[config.mk]
export PLATFORM = sky130hd
export DESIGN_NAME = mmio_switch_led_ports_flat
export DESIGN_NICKNAME = d
export VERILOG_FILES = /design/src/rtl/io_map_pkg.sv /design/src/rtl/mmio_switch_led_ports_if.sv /design/src/rtl/switch_debouncer.sv /design/src/rtl/mmio_switch_led_ports.sv /design/src/flat_wrapper.sv
export SDC_FILE = /design/constraint.sdc
export NUM_CORES = 1
export LEC_CHECK = 0
export BUFFER_PORTS_ARGS = -buffer_cell sky130_fd_sc_hd__buf_2
export CAP_MARGIN = 20
export CORE_UTILIZATION = 51
export DETAILED_ROUTE_END_ITERATION = 6
export GPL_TIMING_DRIVEN = 0
export PLACE_DENSITY = 0.76
export SLEW_MARGIN = 20
export SYNTH_ARGS = -nofsm -noshare
export SYNTH_HDL_FRONTEND = slang
export SYNTH_SLANG_ARGS = --single-unit
[constraint.sdc]
create_clock -name i_clock -period 1.84 [get_ports i_clock]
set_input_delay 0.276 -clock i_clock [delete_from_list [all_inputs] [get_ports i_clock]]
set_output_delay 0.276 -clock i_clock [all_outputs]
set_load 0.1 [all_outputs]
[src/rtl/io_map_pkg.sv]
// Shared register-map constants for the memory-mapped switch/LED peripheral.
package io_map_pkg;

  localparam int unsigned OFF_SW_STATE    = 0;
  localparam int unsigned OFF_LED         = 1;
  localparam int unsigned OFF_SW_CHANGED  = 2;
  localparam int unsigned OFF_IRQ_MASK    = 3;
  localparam int unsigned IO_WINDOW_WORDS = 4;
  localparam int unsigned OFF_WIDTH       = $clog2(IO_WINDOW_WORDS);

endpackage

[src/rtl/mmio_switch_led_ports_if.sv]
// Single-cycle CPU read/write bus used to reach the switch/LED register window.
interface mmio_switch_led_ports_if #(
  parameter int unsigned ADDR_WIDTH = 16,
  parameter int unsigned DATA_WIDTH = 16
);

  logic [ADDR_WIDTH-1:0] addr;
  logic                  wr_en;
  logic                  rd_en;
  logic [DATA_WIDTH-1:0] wr_data;
  logic [DATA_WIDTH-1:0] rd_data;
  logic                  rd_valid;

  modport master (
    output addr, wr_en, rd_en, wr_data,
    input  rd_data, rd_valid
  );

  modport slave (
    input  addr, wr_en, rd_en, wr_data,
    output rd_data, rd_valid
  );

endinterface

[src/rtl/switch_debouncer.sv]
// Two-flop synchroniser plus whole-vector debounce; flags the edge on which a
// candidate has been stable long enough to be committed.
module switch_debouncer #(
  parameter int unsigned WIDTH           = 16,
  parameter int unsigned DEBOUNCE_CYCLES = 4
) (
  input  logic             i_clock,
  input  logic             i_reset,
  input  logic [WIDTH-1:0] i_raw,
  output logic [WIDTH-1:0] o_stable_c,
  output logic             o_commit_c
);

  localparam int unsigned CNT_WIDTH = $clog2(DEBOUNCE_CYCLES + 1);

  logic [WIDTH-1:0]     r_sync1;
  logic [WIDTH-1:0]     r_sync2;
  logic [WIDTH-1:0]     r_cand;
  logic [CNT_WIDTH-1:0] r_cnt;
  logic                 w_same;

  assign w_same = (r_sync2 == r_cand);

  // Commit fires on the edge where the counter steps onto DEBOUNCE_CYCLES; it
  // then saturates, so each stable candidate commits exactly once.
  assign o_commit_c = w_same && (r_cnt == CNT_WIDTH'(DEBOUNCE_CYCLES - 1));
  assign o_stable_c = r_cand;

  // Synchroniser, candidate capture and stability counter.
  always_ff @(posedge i_clock) begin
    if (i_reset) begin
      r_sync1 <= '0;
      r_sync2 <= '0;
      r_cand  <= '0;
      r_cnt   <= '0;
    end else begin
      r_sync1 <= i_raw;
      r_sync2 <= r_sync1;
      if (!w_same) begin
        r_cand <= r_sync2;
        r_cnt  <= '0;
      end else if (r_cnt < CNT_WIDTH'(DEBOUNCE_CYCLES)) begin
        r_cnt <= r_cnt + CNT_WIDTH'(1);
      end
    end
  end

endmodule

[src/rtl/mmio_switch_led_ports.sv]
// Memory-mapped switch/LED peripheral: bus decode, LED/mask registers,
// debounced switch state, sticky change flags and a maskable interrupt.
module mmio_switch_led_ports
  import io_map_pkg::*;
#(
  parameter int unsigned          ADDR_WIDTH      = 16,
  parameter int unsigned          DATA_WIDTH      = 16,
  parameter int unsigned          SW_WIDTH        = 16,
  parameter int unsigned          LED_WIDTH       = 16,
  parameter int unsigned          DEBOUNCE_CYCLES = 4,
  parameter logic [ADDR_WIDTH-1:0] BASE_ADDR      = 16'hFF00
) (
  input  logic                 i_clock,
  input  logic                 i_reset,
  mmio_switch_led_ports_if.slave bus,
  input  logic [SW_WIDTH-1:0]  i_switches,
  output logic [LED_WIDTH-1:0] o_leds,
  output logic                 o_irq
);

  logic [SW_WIDTH-1:0]   r_sw_state;
  logic [LED_WIDTH-1:0]  r_led;
  logic [SW_WIDTH-1:0]   r_changed;
  logic [SW_WIDTH-1:0]   r_mask;
  logic                  r_primed;
  logic [DATA_WIDTH-1:0] r_rd_data;
  logic                  r_rd_valid;
  logic                  r_irq;

  logic [ADDR_WIDTH-1:0] w_off;
  logic                  w_hit;
  logic [OFF_WIDTH-1:0]  w_sel;
  logic                  w_wr_led;
  logic                  w_wr_chg;
  logic                  w_wr_mask;
  logic [SW_WIDTH-1:0]   w_cand;
  logic                  w_commit;
  logic [SW_WIDTH-1:0]   w_set;
  logic [SW_WIDTH-1:0]   w_clr;
  logic [DATA_WIDTH-1:0] w_rd_mux;

  switch_debouncer #(
    .WIDTH           (SW_WIDTH),
    .DEBOUNCE_CYCLES (DEBOUNCE_CYCLES)
  ) u_debouncer (
    .i_clock    (i_clock),
    .i_reset    (i_reset),
    .i_raw      (i_switches),
    .o_stable_c (w_cand),
    .o_commit_c (w_commit)
  );

  // Unsigned wrap makes addresses below BASE_ADDR fall outside the window too.
  assign w_off     = bus.addr - BASE_ADDR;
  assign w_hit     = (w_off < ADDR_WIDTH'(IO_WINDOW_WORDS));
  assign w_sel     = w_off[OFF_WIDTH-1:0];
  assign w_wr_led  = bus.wr_en && w_hit && (w_sel == OFF_WIDTH'(OFF_LED));
  assign w_wr_chg  = bus.wr_en && w_hit && (w_sel == OFF_WIDTH'(OFF_SW_CHANGED));
  assign w_wr_mask = bus.wr_en && w_hit && (w_sel == OFF_WIDTH'(OFF_IRQ_MASK));

  // First commit after reset only establishes the baseline, so no flags.
  assign w_set = (w_commit && r_primed) ? (w_cand ^ r_sw_state) : '0;
  assign w_clr = w_wr_chg ? bus.wr_data[SW_WIDTH-1:0] : '0;

  // Read mux from current register contents (pre-write on a same-cycle write).
  always_comb begin
    w_rd_mux = '0;
    if (w_hit) begin
      case (w_sel)
        OFF_WIDTH'(OFF_SW_STATE):   w_rd_mux = DATA_WIDTH'(r_sw_state);
        OFF_WIDTH'(OFF_LED):        w_rd_mux = DATA_WIDTH'(r_led);
        OFF_WIDTH'(OFF_SW_CHANGED): w_rd_mux = DATA_WIDTH'(r_changed);
        OFF_WIDTH'(OFF_IRQ_MASK):   w_rd_mux = DATA_WIDTH'(r_mask);
        default:                    w_rd_mux = '0;
      endcase
    end
  end

  // Register file, change flags (set beats clear), read port and interrupt.
  always_ff @(posedge i_clock) begin
    if (i_reset) begin
      r_sw_state <= '0;
      r_led      <= '0;
      r_changed  <= '0;
      r_mask     <= '0;
      r_primed   <= 1'b0;
      r_rd_data  <= '0;
      r_rd_valid <= 1'b0;
      r_irq      <= 1'b0;
    end else begin
      if (w_wr_led)  r_led  <= bus.wr_data[LED_WIDTH-1:0];
      if (w_wr_mask) r_mask <= bus.wr_data[SW_WIDTH-1:0];
      r_changed <= (r_changed & ~w_clr) | w_set;
      if (w_commit) begin
        r_sw_state <= w_cand;
        r_primed   <= 1'b1;
      end
      r_rd_valid <= bus.rd_en;
      if (bus.rd_en) r_rd_data <= w_rd_mux;
      r_irq <= |(r_changed & r_mask);
    end
  end

  assign o_leds       = r_led;
  assign o_irq        = r_irq;
  assign bus.rd_data  = r_rd_data;
  assign bus.rd_valid = r_rd_valid;

endmodule
[src/flat_wrapper.sv]
// flat-port wrapper written by rule: the top's interface ports become plain ports
module mmio_switch_led_ports_flat import io_map_pkg::*;
#(
  parameter int unsigned          ADDR_WIDTH      = 16,
  parameter int unsigned          DATA_WIDTH      = 16,
  parameter int unsigned          SW_WIDTH        = 16,
  parameter int unsigned          LED_WIDTH       = 16,
  parameter int unsigned          DEBOUNCE_CYCLES = 4,
  parameter logic [ADDR_WIDTH-1:0] BASE_ADDR      = 16'hFF00
)
  (i_clock, i_reset, i_switches, o_leds, o_irq, bus_addr, bus_wr_en, bus_rd_en, bus_wr_data, bus_rd_data, bus_rd_valid);
  mmio_switch_led_ports_if #(.ADDR_WIDTH(ADDR_WIDTH), .DATA_WIDTH(DATA_WIDTH)) bus_i ();
  input  logic i_clock;
  input  logic i_reset;
  input  logic [SW_WIDTH-1:0] i_switches;
  output logic [LED_WIDTH-1:0] o_leds;
  output logic o_irq;
  input wire logic [$bits(bus_i.addr)-1:0] bus_addr;
  input wire logic [$bits(bus_i.wr_en)-1:0] bus_wr_en;
  input wire logic [$bits(bus_i.rd_en)-1:0] bus_rd_en;
  input wire logic [$bits(bus_i.wr_data)-1:0] bus_wr_data;
  output wire logic [$bits(bus_i.rd_data)-1:0] bus_rd_data;
  output wire logic [$bits(bus_i.rd_valid)-1:0] bus_rd_valid;
  assign bus_i.addr = bus_addr;
  assign bus_i.wr_en = bus_wr_en;
  assign bus_i.rd_en = bus_rd_en;
  assign bus_i.wr_data = bus_wr_data;
  assign bus_rd_data = bus_i.rd_data;
  assign bus_rd_valid = bus_i.rd_valid;
  mmio_switch_led_ports #(.ADDR_WIDTH(ADDR_WIDTH), .DATA_WIDTH(DATA_WIDTH), .SW_WIDTH(SW_WIDTH), .LED_WIDTH(LED_WIDTH), .DEBOUNCE_CYCLES(DEBOUNCE_CYCLES), .BASE_ADDR(BASE_ADDR)) u_core (.i_clock(i_clock), .i_reset(i_reset), .bus(bus_i), .i_switches(i_switches), .o_leds(o_leds), .o_irq(o_irq));
endmodule
==> metrics.yaml <==
routing:
  drc: 0
  wirelength_um: 12600
  dr.pass1.iters: 5
  drtIter0Drc: 215
  viasPerCell: 5.26
  wl_per_cell_um: 15.7
  postRouteAntennaNets: 0
  dr_total_vias: 4209
layout:
  num-nets-final: 705
  diodes: 0
  finish.utilization_pct: 66.3
  drive_gt1_share_pct: 25.9
  final_area_mm2: 0.00685
  area_growth_syn_to_layout_pct: 26.2
  n_fill_cell: 792
synth:
  synth_top_area_share_pct: 49.4
  synthCells: 530
  syn_nets: 584
  yosys_warnings: 0
  synth_top_area_cell: "dfxtp_1"
  synth_top_cells_by_area: "dfxtp_1 (49%), mux4_2 (6.6%), nor2b_1 (5.7%)"
  ys_types: 36
  post-synth-top-count-cell: "dfxtp_1"
  syn_area_mm2: 0.00543
  async_reset_ff_share_pct: 0
  synth_common_cells: "dfxtp_1 (134), nor2b_1 (49), nand2_1 (33), nand2b_1 (33)"
  syn_avg_cell_area_um2: 10.2
  synth_edf_count: 0
  synth-seq-area-share_pct: 49.4
  ys_ff_latch: 134
  synth_flop_cell: "dfxtp_1"
sta:
  fin_ws_ns: 0.101
  whs_ns: 0.0392
  fmax_mhz: 575
  fin_tns_setup_ns: 0
  finalSetupViolCount: 0
  skew_ns: 0.00920
  slew_headroom_pct: 50.7
  slew_viol_final: 0
  finalHoldViolCount: 0
  worst_pin_slew_ns: 0.739
  period_share_pct: 94.5
  rsz0062_at_grt: "no"
  period_minus_slack_ns: 1.74
job:
  drv_cap: 0
pwr:
  pwr_density_cell_mw_per_mm2: 991
  max-vdd-ir-drop_mv: 0.495
  p_leak_nw: 2.65
grt:
  grt_max_degree: 17
  antenna_found_initial: 0
  grt_pass1_vias: 3983
  grt-ovfl-total: 0
  grt_usage_pct: 24.1
  grt_pass1_wl_um: 20200
placement:
  numPortBuffers: 85
  dpl.hpwl_um: 9190
  placed_cell_area_mm2: 0.00602
  routabilityCongestion: 0.910
  dp_worst_setup_slack_ns: -0.436
worst_setup_path:
  worstSetupPathType: "in -> reg"
  crit_family: "simple AND/OR/NAND/NOR gates"
  crit_slowest_cell: "or4_4"
  cp.required_ns: 2.21
  r2r-end: "u_core.r_changed[7]"
  cp_common_cell: "buf_2"
  crit_arrival_ns: 2.11
  end_kind: "flip-flop"
  r2r_slack_ns: 0.12
  slowest_delay_ns: 0.54
  reg2reg_from: "u_core.u_debouncer.o_stable_c[13]"
  r2r_cells: 7
  critPathLaunchType: "primary input"
  cp_max_fo: 10
  crit_buf_inv: 3
  path_cells: "buf_2, or4_4, nor4_4, buf_6, nand4_1, buf_2, nand2_1, a21oi_2"
min_path:
  min_delay_path_depth: 3
  hold_end: "u_core.o_leds[7]"
  holdCritStartpoint: "bus_wr_data[7]"
  hold_path_class: "in -> reg"
floorplanning:
  ios: 86
  die_h_um: 105
  coreArea_mm2: 0.0103
  initial_utilization_pct: 52.6
  row_count: 37
  die_w_um: 105
  dieArea_mm2: 0.0111
clock_network:
  insertion_delay_ns: 0.52
  cts_buffer_depth: 2
  htreeDepth: 4
  clock-sinks: 134
  tritoncts: "yes"
  numCtsBuffers: 17
  clk_pin_slew_ns: 0.06
  clock-root-buffer: "clkbuf_8"
status:
  outcome: "complete, no violations"
-- metrics by stage --
stage	instances	total power, mW
finish	800	6.79
global placement	751	3.32
detailed placement	751	3.33
floorplan	530	3.20
CTS	800	6.81
global route	800	7.00
-- tightest hold or removal path, delay by kind of cell --
kind | cells | cell delay (ns)
buffers and inverters | 1 | 0.11
AND/OR/NAND/NOR | 1 | 0.07
multiplexers | 1 | 0.06
-- worst max path at each step --
stage                                            from  depth (start not counted)                    to  slack [ns]
detailed placement                        bus_addr[7]                          8      u_core.r_mask[7]       -0.44
global route        u_core.u_debouncer.o_stable_c[13]                          7  u_core.r_changed[10]       0.006
global placement                          bus_addr[7]                          8      u_core.r_mask[6]       -0.39
finish                                    bus_addr[7]                          8      u_core.r_mask[7]        0.10
CTS                  u_core.u_debouncer.o_stable_c[3]                          7  u_core.r_changed[11]        0.01
floorplan                                 bus_addr[7]                          8     u_core.o_leds[10]        0.01
-- flip-flops by register name, indices dropped and copies added, names as in the netlist --
name                           flops
u_core.o_leds                     16
u_core.u_debouncer.o_stable_c     16
u_core.r_changed                  16
u_core.u_debouncer.r_sync1        16
u_core.u_debouncer.r_cnt           3
u_core.r_sw_state                 16
u_core.r_mask                     16
u_core.u_debouncer.r_sync2        16
u_core.o_irq                       1
u_core.bus.rd_valid                1
u_core.bus.rd_data                16
u_core.r_primed                    1
-- area by class of cell --
cell class	count	area, um2	area share (%)
Clock buffer	17	414	6.05
Sequential cell	134	2690	39.3
Timing Repair Buffer	103	601	8.77
Buffer	37	193	2.81
Tap cell	136	170	2.48
Clock inverter	15	204	2.98
Inverter	17	63.8	0.932
Multi-Input combinational cell	341	2510	36.7
-- what timing repair did --
item | in CTS | in global routing
hold buffers | 16 | 0
setup buffers | 1 | 1
pin swaps | 2 | 1
resized for setup | 10 | 11
setup endpoints to repair | 26 | 26
hold endpoints to repair | 16 | 0
-- layout by cell type, fill, tap and decap left out, drive strengths merged, types with 4 or more instances in the layout --
cell type	n
o21ai	32
mux4	16
mux2i	17
nand4	6
clkinvlp	4
a211o	16
nand3	16
nand2b	33
dlygate4sd3	16
nand4b	18
nor2	19
clkinv	5
buf	101
dfxtp	134
nor2b	49
a21oi	34
xnor2	32
clkbuf	40
nand2	33
bufinv	4
inv	19
-- power breakdown --
group / total (mW) / switching, mW / internal [mW]
sequential: 2.97 / 0.0249 / 2.95
combinational: 0.328 / 0.169 / 0.160
clock: 3.49 / 1.28 / 2.21
-- layer usage --
layer / track usage (%) / wire length [um] / vias to the layer above
met1: 29.0 / 5290 / 1953
met2: 41.6 / 6280 / 162
met4: 9.86 / 266 / 0
li1: - / - / 2078
met5: 0 / 0 / -
met3: 5.18 / 755 / 16
-- kinds of logic after synthesis --
kind of cell	Yosys count	synth area share (%)
compound gates	91	10.7
flops	134	49.4
simple gates	182	19.6
buf+inv	55	4.64
mux	33	9.78
xor+xnor	33	5.33
fa+ha+maj	2	0.461
Power figures use the tool's default switching activity.
